`src/rtl/xor_selftest_ctrl_pkg.sv`:
```
// Shared types for the XOR gate self-test controller: FSM states and sweep sizing.
// The vector count is derived from the operand width so every gate width shares one definition.
package xor_selftest_ctrl_pkg;

  typedef enum logic [1:0] {
    IDLE  = 2'd0,
    WAIT  = 2'd1,
    CHECK = 2'd2,
    DONE  = 2'd3
  } state_e;

  // Settle counter width; SETTLE is legal up to 255.
  localparam int SETTLE_W = 8;

  // Number of operand pairs swept for a given operand width: 2^(2*width).
  function automatic longint unsigned vec_count(input int width);
    return 64'd1 << (2 * width);
  endfunction

endpackage

```
`src/rtl/xor_selftest_ctrl_if.sv`:
```
// Self-test bus: start request, operands to the gate, gate output back, and the result/status set.
// master is the controller side; slave is the environment that starts sweeps and hosts the gate.
interface xor_selftest_ctrl_if
  import xor_selftest_ctrl_pkg::*;
#(
  parameter int WIDTH = 1,
  parameter int ERR_W = 16
) ();

  logic             start;
  logic [WIDTH-1:0] op_a;
  logic [WIDTH-1:0] op_b;
  logic [WIDTH-1:0] dut_y;
  logic             busy;
  logic             done;
  logic             pass;
  logic [ERR_W-1:0] err_count;
  logic             fail_valid;
  logic [WIDTH-1:0] fail_a;
  logic [WIDTH-1:0] fail_b;

  modport master (
    input  start, dut_y,
    output op_a, op_b, busy, done, pass, err_count, fail_valid, fail_a, fail_b
  );

  modport slave (
    output start, dut_y,
    input  op_a, op_b, busy, done, pass, err_count, fail_valid, fail_a, fail_b
  );

endinterface

```
`src/rtl/xor_selftest_errcnt.sv`:
```
// Saturating error counter with synchronous clear; increments are accepted on the cycle they are raised.
// Once all ones the count holds until clear or reset, so extra errors never wrap.
module xor_selftest_errcnt
  import xor_selftest_ctrl_pkg::*;
#(
  parameter int ERR_W = 16
) (
  input  logic             clk,
  input  logic             rst,
  input  logic             clr,
  input  logic             inc,
  output logic [ERR_W-1:0] count
);

  always_ff @(posedge clk) begin
    if (rst || clr) begin
      count <= '0;
    end else if (inc && (count != '1)) begin
      count <= count + ERR_W'(1);
    end
  end

endmodule

```
`src/rtl/xor_selftest_ctrl.sv`:
```
// BIST sequencer for a WIDTH-bit XOR gate: sweeps all operand pairs, waits SETTLE cycles per vector, checks Y.
// One vector every SETTLE+1 cycles; start is ignored while busy, results hold in DONE until start or rst.
module xor_selftest_ctrl
  import xor_selftest_ctrl_pkg::*;
#(
  parameter int WIDTH  = 1,
  parameter int SETTLE = 1,
  parameter int ERR_W  = 16
) (
  input  logic                clk,
  input  logic                rst,
  xor_selftest_ctrl_if.master bus
);

  localparam int VW = 2 * WIDTH;
  localparam logic [VW-1:0]       LAST_VEC   = VW'(vec_count(WIDTH) - 64'd1);
  localparam logic [SETTLE_W-1:0] SETTLE_LD  = SETTLE_W'(SETTLE);

  state_e               state_q;
  state_e               state_d;
  logic [VW-1:0]        vec_q;
  logic [SETTLE_W-1:0]  settle_q;
  logic                 fail_valid_q;
  logic [WIDTH-1:0]     fail_a_q;
  logic [WIDTH-1:0]     fail_b_q;
  logic [WIDTH-1:0]     op_a;
  logic [WIDTH-1:0]     op_b;
  logic [ERR_W-1:0]     err_count;
  logic                 sweep_clr;
  logic                 do_check;
  logic                 last_vec;
  logic                 mismatch;

  assign op_a     = vec_q[VW-1:WIDTH];
  assign op_b     = vec_q[WIDTH-1:0];
  assign last_vec = (vec_q == LAST_VEC);
  // Any differing bit makes the whole vector one error.
  assign mismatch = (bus.dut_y != (op_a ^ op_b));

  always_ff @(posedge clk) begin
    if (rst) begin
      state_q <= IDLE;
    end else begin
      state_q <= state_d;
    end
  end

  always_comb begin
    state_d   = state_q;
    sweep_clr = 1'b0;
    do_check  = 1'b0;
    case (state_q)
      IDLE, DONE: begin
        if (bus.start) begin
          state_d   = WAIT;
          sweep_clr = 1'b1;
        end
      end
      WAIT: begin
        if (settle_q <= SETTLE_W'(1)) begin
          state_d = CHECK;
        end
      end
      CHECK: begin
        do_check = 1'b1;
        state_d  = last_vec ? DONE : WAIT;
      end
      default: state_d = IDLE;
    endcase
  end

  always_ff @(posedge clk) begin
    if (rst) begin
      vec_q        <= '0;
      settle_q     <= '0;
      fail_valid_q <= 1'b0;
      fail_a_q     <= '0;
      fail_b_q     <= '0;
    end else if (sweep_clr) begin
      vec_q        <= '0;
      settle_q     <= SETTLE_LD;
      fail_valid_q <= 1'b0;
      fail_a_q     <= '0;
      fail_b_q     <= '0;
    end else if (state_q == WAIT) begin
      settle_q <= settle_q - SETTLE_W'(1);
    end else if (do_check) begin
      if (mismatch && !fail_valid_q) begin
        fail_valid_q <= 1'b1;
        fail_a_q     <= op_a;
        fail_b_q     <= op_b;
      end
      // The last vector stays on the operands after the sweep ends.
      if (!last_vec) begin
        vec_q    <= vec_q + VW'(1);
        settle_q <= SETTLE_LD;
      end
    end
  end

  xor_selftest_errcnt #(
    .ERR_W (ERR_W)
  ) u_errcnt (
    .clk   (clk),
    .rst   (rst),
    .clr   (sweep_clr),
    .inc   (do_check && mismatch),
    .count (err_count)
  );

  assign bus.op_a       = op_a;
  assign bus.op_b       = op_b;
  assign bus.busy       = (state_q == WAIT) || (state_q == CHECK);
  assign bus.done       = (state_q == DONE);
  assign bus.pass       = (state_q == DONE) && (err_count == '0);
  assign bus.err_count  = err_count;
  assign bus.fail_valid = fail_valid_q;
  assign bus.fail_a     = fail_a_q;
  assign bus.fail_b     = fail_b_q;

endmodule

```
`src/flat_wrapper.sv`:
```
// flat-port wrapper written by rule: the top's interface ports become plain ports
module xor_selftest_ctrl_flat import xor_selftest_ctrl_pkg::*;
#(
  parameter int WIDTH  = 1,
  parameter int SETTLE = 1,
  parameter int ERR_W  = 16
)
  (clk, rst, bus_start, bus_dut_y, bus_op_a, bus_op_b, bus_busy, bus_done, bus_pass, bus_err_count, bus_fail_valid, bus_fail_a, bus_fail_b);
  xor_selftest_ctrl_if #(.WIDTH(WIDTH), .ERR_W(ERR_W)) bus_i ();
  input  logic clk;
  input  logic rst;
  input wire logic [$bits(bus_i.start)-1:0] bus_start;
  input wire logic [$bits(bus_i.dut_y)-1:0] bus_dut_y;
  output wire logic [$bits(bus_i.op_a)-1:0] bus_op_a;
  output wire logic [$bits(bus_i.op_b)-1:0] bus_op_b;
  output wire logic [$bits(bus_i.busy)-1:0] bus_busy;
  output wire logic [$bits(bus_i.done)-1:0] bus_done;
  output wire logic [$bits(bus_i.pass)-1:0] bus_pass;
  output wire logic [$bits(bus_i.err_count)-1:0] bus_err_count;
  output wire logic [$bits(bus_i.fail_valid)-1:0] bus_fail_valid;
  output wire logic [$bits(bus_i.fail_a)-1:0] bus_fail_a;
  output wire logic [$bits(bus_i.fail_b)-1:0] bus_fail_b;
  assign bus_i.start = bus_start;
  assign bus_i.dut_y = bus_dut_y;
  assign bus_op_a = bus_i.op_a;
  assign bus_op_b = bus_i.op_b;
  assign bus_busy = bus_i.busy;
  assign bus_done = bus_i.done;
  assign bus_pass = bus_i.pass;
  assign bus_err_count = bus_i.err_count;
  assign bus_fail_valid = bus_i.fail_valid;
  assign bus_fail_a = bus_i.fail_a;
  assign bus_fail_b = bus_i.fail_b;
  xor_selftest_ctrl #(.WIDTH(WIDTH), .SETTLE(SETTLE), .ERR_W(ERR_W)) u_core (.clk(clk), .rst(rst), .bus(bus_i));
endmodule
```
`config.mk`:
```
export PLATFORM = sky130hd
export DESIGN_NAME = xor_selftest_ctrl_flat
export DESIGN_NICKNAME = d
export VERILOG_FILES = /design/src/rtl/xor_selftest_ctrl_pkg.sv /design/src/rtl/xor_selftest_ctrl_if.sv /design/src/rtl/xor_selftest_errcnt.sv /design/src/rtl/xor_selftest_ctrl.sv /design/src/flat_wrapper.sv
export SDC_FILE = /design/constraint.sdc
export NUM_CORES = 1
export LEC_CHECK = 0
export ABC_AREA = 1
export CAP_MARGIN = 20
export CORE_MARGIN = 8
export CORE_UTILIZATION = 45
export DETAILED_ROUTE_END_ITERATION = 8
export HOLD_SLACK_MARGIN = 0.06
export PLACE_DENSITY = 0.75
export SLEW_MARGIN = 20
export SYNTH_ARGS = -nofsm -noshare
export SYNTH_HDL_FRONTEND = slang
export SYNTH_HIERARCHICAL = 1
export SYNTH_SLANG_ARGS = --single-unit
```
`constraint.sdc`:
```
create_clock -name clk -period 3.2 [get_ports clk]
set_input_delay 0.8 -clock clk [delete_from_list [all_inputs] [get_ports clk]]
set_output_delay 0.8 -clock clk [all_outputs]
set_load 0.01 [all_outputs]
```
==> out/results.tsv <==
stage	metric	value	unit
sta	Rel. slew slack	0.771	
worst_setup_path	R2R cell count	12	
floorplanning	Ports	28	
sta	final clock skew	0.00543	ns
worst_setup_path	CP endpoint kind	output port	
worst_setup_path	critical-path cell list	ha_1 -> nand2_1 -> nor4_1 -> clkdlybuf4s50_1	
worst_setup_path	Worst path top cell family by delay	buffers and inverters	
placed_design	GP Congestion	0.836	
floorplanning	Die Y	79.4	um
sta	RSZ-0062 raised after global routing	false	
synth	Syn Inst Count	278	
finish	Fillers	398	
pwr	Tot Pwr	1.19	mW
routing	Routed WL	3.94	mm
synth	Post-Syn Area	0.00181	sq mm
synth	#FFs+latches synth	31	
finish	commonest non-fill, non-tap cell in the layout	nand2_1	
synth	count of cell types in the netlist	26	
pwr	leakage	0.883	nW
synth	syn_nets	290	
worst_setup_path	Crit Path Max Fanout	5	
worst_setup_path	reg2reg setup slack	1.36	ns
finish	Ant. Diodes	0	
routing	Via density	4.91	
worst_setup_path	max incr delay on CP	0.61	ns
routing	DR WL/cell	10.9	um
worst_setup_path	reg2reg start	u_core/vec_q[0]	
global_route	Remaining Overflow, GRT	0	
routing	Pre-antenna DRT Iters	4	
placed_design	HPWL after detailed placement	3.11	mm
synth	Yosys warnings	6	
sta	# setup viols final	0	
global_route	first-pass GRT wire length	6.81	mm
floorplanning	core area	0.00394	sq mm
min_path	Hold EP	u_core/settle_q[1]	
routing	routed via count	1779	
finish	Core Util, Final	0.561	
routing	DR iter-0 viols	55	
sta	Fmax	370	MHz
worst_setup_path	worst r2r dst	u_core/u_errcnt/count[14]	
global_route	largest net degree at the start of global routing	17	
worst_setup_path	Setup crit start kind	flop	
finish	layout cells sized above 1	0.0833	
finish	Syn-to-layout area delta	22.3	%
global_route	vias in the first global route	1594	
sta	Tcrit/Tclk final	0.844	
global_route	GRT Overall Usage	0.133	
clock_tree	total clock sinks	31	
run	Max Cap Violations	0	
sta	pins over their slew limit	0	
floorplanning	Die ar.	0.00631	sq mm
finish	commonest non-fill, non-tap cells in the layout	nand2_1 (61), nor2_1 (58), inv_1 (37)	
clock_tree	cts hold-fix bufs	0	
routing	# DRC	0	
worst_setup_path	CP Class	reg2out	
min_path	hold path cells	2	
pwr	peak supply drop	0.000405	V
worst_setup_path	Worst Path Buf+Inv	1	
worst_setup_path	CP arrival	1.90	ns
clock_tree	CTS tree	built	
min_path	hold_sp	u_core/settle_q[1]	
floorplanning	Initial Utilization	0.459	
clock_tree	Worst-Skew Late Latency	0.28	ns
placed_design	number of port buffers	27	
clock_tree	H-tree depth	2	
sta	worst slew pin tran	0.339	ns
min_path	Hold Crit Class	reg2reg	
routing	ANT nets after route	0	
sta	minimum clock period after layout	2.70	ns
worst_setup_path	Worst Path Required	2.40	ns
finish	fin nets	323	
clock_tree	Root Buffer	clkbuf_8	
clock_tree	Post-CTS Setup Bufs	0	
sta	Fin. Hold Viols	0	
worst_setup_path	slowest CP cell	clkdlybuf4s50_1	
global_route	initial antenna violation count	0	
sta	Fin Setup TNS	0	ns
floorplanning	FP Rows	23	
clock_tree	CTS buffer count	5	
synth	Seq/Total Area, Yosys	0.343	
pwr	Pwr per Cell Area	536	mW/mm^2
floorplanning	DIE WIDTH	79.4	um
run_status	status	finished, final reports clean	
clock_tree	clock buffer depth	2	
clock_tree	clk slew on worst S/H paths	0.06	ns
synth	Mean Syn Cell Area	6.51	sq um
clock_tree	post-CTS resize count	0	
==> registers in the layout (all words and copies together), names as in the netlist <==
register and flops:
u_core/vec_q 2, u_core/bus.fail_a 1, u_core/settle_q 8, u_core/bus.fail_b 1, u_core/state_q 2, u_core/u_errcnt/count 16, u_core/bus.fail_valid 1
==> worst max-delay path by stage <==
stage                                 start                        end  slack (ns)  cells after the start
after floorplan           u_core/state_q[0]                   bus_pass        1.30                      3
after global placement            bus_dut_y  u_core/u_errcnt/count[14]        0.80                     12
after detailed placement          bus_dut_y  u_core/u_errcnt/count[14]        0.75                     12
after CTS                 u_core/state_q[0]                   bus_pass        0.46                      4
after global routing      u_core/state_q[0]                   bus_pass        0.42                      4
final                     u_core/state_q[0]                   bus_pass        0.50                      4
==> metal layers <==
| metal | share of wire | global-route usage | vias up |
|---|---|---|---|
| met2 | 0.47 | 0.221 | 33 |
| met4 | 0.0086 | 0.0500 | 0 |
| met3 | 0.053 | 0.0394 | 4 |
| li1 | - | - | 934 |
| met1 | 0.47 | 0.157 | 808 |
| met5 | 0 | 0 | - |
==> final cells by class <==
cell class | count | area (sq um) | area share
clock buffers | 7 | 76.3 | 0.0345
clock inverters | 1 | 5.00 | 0.00226
inverters | 40 | 150 | 0.0679
multi-input cells | 205 | 1020 | 0.461
flip-flops and latches | 31 | 621 | 0.281
well taps | 50 | 62.6 | 0.0283
repair buffers | 28 | 278 | 0.126
==> cell families (layout without fill, tap and decap cells) <==
family          Yosys count  in the layout  share of synthesized area
fa+ha+maj                 8              8                     0.0553
xor+xnor                  4              4                     0.0194
simple gates            161            161                      0.394
buf+inv                  42             76                     0.0934
compound gates           32             32                     0.0948
flops                    31             31                      0.343
==> synthesized netlist by cell type, drive strengths merged <==
master	instances	area (sq um)
nor3	2	10.0
dfxtp	31	621
nand2	66	265
ha	8	100
a21oi	21	109
nor2	66	288
nor4	1	6.26
inv	39	146
clkinv	1	3.75
nand3	20	100
xor2	4	35.0
nand4	5	37.5
a21boi	1	7.51
buf	2	18.8
a31oi	1	6.26
or2	1	6.26
o21ai	9	48.8
==> through the flow <==
stage               setup WS [ns]  std cells  cell area, sq um  hold slack [ns]
floorplan                    1.30        278              1810            0.441
global placement            0.802        354              2130            0.455
detailed placement          0.746        354              2130            0.453
CTS                         0.457        362              2210            0.464
global route                0.422        362              2210            0.484
finish                      0.500        362              2210            0.465
==> power by group <==
part	total (mW)	internal (mW)	switching, mW
clock network	0.292	0.152	0.140
logic	0.427	0.168	0.259
registers	0.466	0.432	0.0346
total	1.19	0.752	0.433
==> worst min-delay path: stages (launching register included) <==
cell	delay (ns)
dfxtp_1	0.31
nand2_1	0.06
a21oi_1	0.05
Note: power is estimated with default switching activity, not from simulation.
